<file path="src/rtl/debounce_bit.sv">
// -----------------------------------------------------------------------------
// debounce_bit
//
// One debounce channel. The filtered level (dout) only follows the raw input
// (din) after din has disagreed with dout for STABLE_CYCLES consecutive
// enabled clock edges. Any enabled edge where din agrees with dout throws away
// the count collected so far, so a bounce restarts the qualification window.
//
// Parameters:
//   STABLE_CYCLES  enabled edges of disagreement needed to flip dout (1..255)
//   RESET_BIT      value loaded into dout on reset
//
// Ports:
//   clk   in   system clock
//   rst   in   synchronous active-high reset, wins over ena
//   ena   in   clock enable; when low, dout and the counter hold and pulses clear
//   din   in   synchronized raw input bit
//   dout  out  debounced level (registered)
//   rise  out  one-cycle pulse on the edge where dout goes 0->1 (registered)
//   fall  out  one-cycle pulse on the edge where dout goes 1->0 (registered)
// -----------------------------------------------------------------------------
module debounce_bit #(
    parameter int   STABLE_CYCLES = 4,
    parameter logic RESET_BIT     = 1'b0
) (
    input  logic clk,
    input  logic rst,
    input  logic ena,
    input  logic din,
    output logic dout,
    output logic rise,
    output logic fall
);

    // Counter wide enough to hold STABLE_CYCLES; it never exceeds
    // STABLE_CYCLES-1 because reaching that value with a further disagreement
    // commits the change and clears the count.
    localparam int            CW       = $clog2(STABLE_CYCLES + 1);
    localparam logic [CW-1:0] CNT_LAST = CW'(STABLE_CYCLES - 1);

    logic [CW-1:0] cnt;

    always_ff @(posedge clk) begin
        if (rst) begin
            dout <= RESET_BIT;
            cnt  <= '0;
            rise <= 1'b0;
            fall <= 1'b0;
        end else if (ena) begin
            if (din == dout) begin
                // Input agrees with the filtered level: any pending change is
                // abandoned, no partial credit survives.
                cnt  <= '0;
                rise <= 1'b0;
                fall <= 1'b0;
            end else if (cnt == CNT_LAST) begin
                // This is the STABLE_CYCLES-th consecutive disagreement:
                // commit the new level and pulse in the same cycle.
                dout <= din;
                cnt  <= '0;
                rise <= din;
                fall <= ~din;
            end else begin
                cnt  <= cnt + 1'b1;
                rise <= 1'b0;
                fall <= 1'b0;
            end
        end else begin
            // Disabled edge: level and count hold, pulses are suppressed.
            rise <= 1'b0;
            fall <= 1'b0;
        end
    end

endmodule

</file>
<file path="src/rtl/input_debouncer.sv">
// -----------------------------------------------------------------------------
// input_debouncer
//
// Per-bit debounce filter for an already-synchronized switch/button bus.
// Each bit is an independent debounce_bit channel; all channels share the
// clock, reset and enable so they advance in lockstep. Every output is a
// flop, so nothing on data_in reaches the outputs combinationally.
//
// Parameters:
//   WIDTH          number of independent input bits
//   STABLE_CYCLES  enabled edges of disagreement needed to change a bit (1..255)
//   RESET_VALUE    value loaded into data_out on reset
//
// Ports:
//   clk       in   system clock
//   rst       in   synchronous active-high reset, wins over ena
//   ena       in   clock enable; when low all state holds and pulses are 0
//   data_in   in   [WIDTH] synchronized raw inputs
//   data_out  out  [WIDTH] debounced levels
//   rise      out  [WIDTH] one-cycle pulse per bit on a 0->1 change of data_out
//   fall      out  [WIDTH] one-cycle pulse per bit on a 1->0 change of data_out
// -----------------------------------------------------------------------------
module input_debouncer #(
    parameter int               WIDTH         = 4,
    parameter int               STABLE_CYCLES = 4,
    parameter logic [WIDTH-1:0] RESET_VALUE   = '0
) (
    input  logic             clk,
    input  logic             rst,
    input  logic             ena,
    input  logic [WIDTH-1:0] data_in,
    output logic [WIDTH-1:0] data_out,
    output logic [WIDTH-1:0] rise,
    output logic [WIDTH-1:0] fall
);

    for (genvar i = 0; i < WIDTH; i++) begin : g_chan
        debounce_bit #(
            .STABLE_CYCLES (STABLE_CYCLES),
            .RESET_BIT     (RESET_VALUE[i])
        ) u_bit (
            .clk  (clk),
            .rst  (rst),
            .ena  (ena),
            .din  (data_in[i]),
            .dout (data_out[i]),
            .rise (rise[i]),
            .fall (fall[i])
        );
    end

endmodule

</file>
<file path="config.mk">
export PLATFORM = sky130hd
export DESIGN_NAME = input_debouncer
export DESIGN_NICKNAME = d
export VERILOG_FILES = /design/src/rtl/debounce_bit.sv /design/src/rtl/input_debouncer.sv
export SDC_FILE = /design/constraint.sdc
export NUM_CORES = 1
export LEC_CHECK = 0
export ABC_AREA = 1
export BUFFER_PORTS_ARGS = -buffer_cell sky130_fd_sc_hd__buf_4
export CAP_MARGIN = 20
export CORE_MARGIN = 4
export CORE_UTILIZATION = 40
export DETAILED_ROUTE_END_ITERATION = 6
export GPL_ROUTABILITY_DRIVEN = 0
export PLACE_DENSITY = 0.62
export SYNTH_ARGS = -nofsm -noshare
export SYNTH_HDL_FRONTEND = slang
export SYNTH_HIERARCHICAL = 1
export SYNTH_SLANG_ARGS = --single-unit
</file>
<file path="constraint.sdc">
create_clock -name clk -period 1.7 [get_ports clk]
set_input_delay 0.255 -clock clk [delete_from_list [all_inputs] [get_ports clk]]
set_output_delay 0.255 -clock clk [all_outputs]
set_load 0.01 [all_outputs]
</file>
# After elaboration in Yosys (flattened, before gate mapping)
# Cells that the tools add are included.
# op_classes
n_reduce_logical	8
n_mul	0
magnitude_cmp	0
shifts	0
addsub	4
n_eq_ne	8
muxes	8
n_div	0
bitwise	13
# op_table
op	n
3-bit 2-to-1 mux	8
4-bit OR reduction	4
1-bit NOT	13
3-bit by 1-bit adder with 3-bit output (second input constant)	4
3-bit by 2-bit == test with 1-bit output (second input constant)	4
3-bit AND reduction	4
1-bit == test	4
# word_totals
mem_bits_ro	0
input_bits	7
wordCells	57
latchBits	0
mem_bits_rw	0
mem_count	0
regBits	24

# Depth between registers and ports, before layout
# logic_depth
word_depth	3
mapped_depth	5
ltp_nobuf	5

# By module
# The synthesis kept the hierarchy.
# by_module_without_submodules
module	cells_each	seq_area_each_um2	area_per_inst_um2	n_inst
debounce_bit	32	120.1	247.7	4

# Worst setup path before layout
# OpenSTA, ideal clock, no wires.
# synth_path
kind	register -> register
start	register g_chan[0].u_bit.cnt[0]
end	register g_chan[0].u_bit.dout
stages_incl_launch_ff	5
arrival_time_ns	0.778
path_buffers	0
synth_period_minus_slack_ns	0.897
setup_time_ns	0.119
path_slack_ns	0.803
path_cell_list	dfxtp_1 > ha_1 > nand3_2 > o21ai_0 > a21oi_1
# synth_via
elab_chain_cells	2
# synth_lines
item	line_no	rtl
start: declaration	debounce_bit.sv:41	logic [CW-1:0] cnt;
start signal: assignment	debounce_bit.sv:64	cnt <= cnt + 1'b1;
3-bit by 2-bit == test with 1-bit output	debounce_bit.sv:56	end else if (cnt == CNT_LAST) begin
3-bit AND reduction (no source line)	-	
end signal: assignment	debounce_bit.sv:59	dout <= din;
end: declaration	debounce_bit.sv:30	output logic dout,
# No other way between the ends.
# A chain may end at the register's enable or synchronous reset.

# Final worst setup path
# layout_path
start	register g_chan[3].u_bit.dout
end	output data_out[3]
# layout_lines
item	line_no	rtl
start: declaration	debounce_bit.sv:30	
start signal: assignment	debounce_bit.sv:59	
end: declaration	input_debouncer.sv:32	output logic [WIDTH-1:0] data_out,
# No word-level cell between the ends.

==> results.json <==
{
  "outcome": "finished clean",
  "arrival_ns": 0.86,
  "clock_skew_ns": 0.00709,
  "rr_startpoint": "g_chan[1].u_bit/cnt[0]",
  "cts_tree": "done",
  "clock_path_buffers": 2,
  "synth_compound_area_share_pct": 12.1,
  "nNetsFinal": 162,
  "grt_pass1_vias": 706,
  "synth_fa_ha_area_share_pct": 5.05,
  "antenna_left": 0,
  "top_usage_layer": "met2",
  "worst_ep_required_time_ns": 1.44,
  "die_h_um": 57.8,
  "holdWs_ns": 0.122,
  "worst-path-max-fanout": 4,
  "core_region_area_sq_um": 2280,
  "diodes": 0,
  "synth.largest_area_cell": "dfxtp_1",
  "multiInputGateArea_sq_um": 405,
  "clk_pin_slew_ns": 0.13,
  "grt_usage_pct": 11.2,
  "cp-end-kind": "primary output",
  "cts_buffers": 3,
  "finalMaxSlewViolations": 0,
  "register_area_sq_um": 480,
  "critPathLaunchType": "flip-flop",
  "synth_top_family_by_area": "simple AND/OR/NAND/NOR gates",
  "grt_pass1_wl_um": 2930,
  "setup_viol": 0,
  "num_vias": 864,
  "holdBufCountCts": 0,
  "yosysSeqAreaShare_pct": 48.5,
  "antenna_found_initial": 0,
  "syn_inst": 128,
  "fmax_ghz": 0.896,
  "place_area_sq_um": 1160,
  "grt_util_met2_pct": 17.9,
  "grt_overflow": 0,
  "yosysTopAreaCellShare_pct": 48.5,
  "critPathKind": "flip-flop to primary output",
  "crit_slowest_cell": "dfxtp_1",
  "slowest_delay_ns": 0.41,
  "ys_seq_elements": 24,
  "post-cts-setup-buffers": 0,
  "die_area_sq_um": 3340,
  "synth_area_sq_um": 991,
  "cap_violations": 0,
  "p_leak_nw": 0.529,
  "cts_root_buf": "clkbuf_4",
  "post_drt_wl_per_cell_um": 10.0,
  "start_util_pct": 43.5,
  "final_layout_size_suffix_gt1_share_pct": 17.3,
  "startpoint": "g_chan[3].u_bit/dout",
  "slew_headroom_pct": 82.9,
  "tightest_slew_ns": 0.254,
  "drc": 0,
  "use_met3_pct": 3.34,
  "htreeDepth": 1,
  "synthSimpleGateAreaFrac_pct": 23.7,
  "first_pass_iters": 4,
  "grt_util_met1_pct": 13.5,
  "synth_nets": 139,
  "fin_setup_tns_ns": 0,
  "fin_crit_sh_pct": 65.6,
  "hp-start": "data_in[0]",
  "ys_warn_count": 6,
  "rsz0062_at_grt": "false",
  "rows": 17,
  "synth.avg_cell_area_sq_um": 7.74,
  "clk_latency_ns": 0.30,
  "via_per_inst": 4.85,
  "drt_iter0_markers": 19,
  "cts_resized": 0,
  "synth_cell_type_count": 9,
  "pin_count": 19,
  "finalWirelength_um": 1790,
  "grt_max_degree": 21,
  "synth_xor_area_share_pct": 0,
  "powerDensity_nw_per_um2": 788,
  "fin_area_sq_um": 1200,
  "cts_sinks": 24,
  "critPathTopFamily": "flip-flops",
  "die_w_um": 57.8,
  "hp-class": "input pin to flip-flop",
  "synthMuxAreaShare_pct": 0,
  "most-common-layout-cells": "28 x inv_1, 28 x nand2_1, 24 x dfxtp_1",
  "path_buf_inv": 1,
  "numPortBuffers": 18,
  "hold_viol": 0,
  "synthTopCellsByArea": "dfxtp_1 48%, inv_1 11%, nand2_1 11%",
  "dpl.hpwl_um": 1320,
  "peakVddDrop_uv": 514,
  "path_cells": "buf_4",
  "nFillCells": 225,
  "layout_min_cycle_time_ns": 1.12,
  "area_growth_syn_to_layout_pct": 20.8
}
==> layer usage <==
layer	vias up	routed length (um)
li1	460	-
met1	384	855
met2	16	786
met3	4	107
met4	0	36
met5	-	0
==> final cells by class <==
type / instances / area share [%]
Inverter: 28 / 8.78
Sequential cell: 24 / 40.1
Multi-Input combinational cell: 76 / 33.9
Tap cell: 28 / 2.93
Timing Repair Buffer: 18 / 11.3
Clock buffer: 4 / 3.03
==> cells in the mapped netlist (all sizes together) <==
cell type and number:
nor4 8, dfxtp 24, ha 4, o21ai 8
nand3 12, a21oi 16, inv 28, nand2 28
==> cells by family after synthesis <==
family / count (synthesis)
AO/OA/AOI/OAI: 24
adder cells (fa/ha/maj): 4
buffers and inverters: 28
flip-flops: 24
AND/OR/NAND/NOR: 48
==> registers in the layout, indices dropped and copies added, names as in the netlist <==
name / cells
g_chan.u_bit/fall: 4
g_chan.u_bit/cnt: 12
g_chan.u_bit/rise: 4
g_chan.u_bit/dout: 4
==> path summary, 6_finish.rpt <==
check / slack (ns) / depth (start not counted) / to
max: 0.58 / 1 / data_out[3]
min: 0.12 / 2 / g_chan[0].u_bit/fall
max reg2reg: 0.70 / 4 / g_chan[1].u_bit/dout
min reg2reg: 0.45 / 2 / g_chan[2].u_bit/cnt[2]
==> metrics by stage <==
stage	utilization [%]	power, mW	std cells	setup slack [ns]
after CTS	52.6	0.967	178	0.570
after global placement	51.0	0.664	174	0.743
after detailed placement	51.0	0.667	174	0.725
final	52.6	0.943	178	0.584
after floorplan	-	0.631	128	0.803
after global routing	52.6	0.995	178	0.527
==> power by group <==
part,leakage [nW],internal (mW),switching (mW),total [mW]
sequential,0.194,0.573,0.00570,0.579
combinational,0.313,0.0279,0.0472,0.0752
clock,0.0210,0.131,0.158,0.289
(Power assumes the default switching activity.)
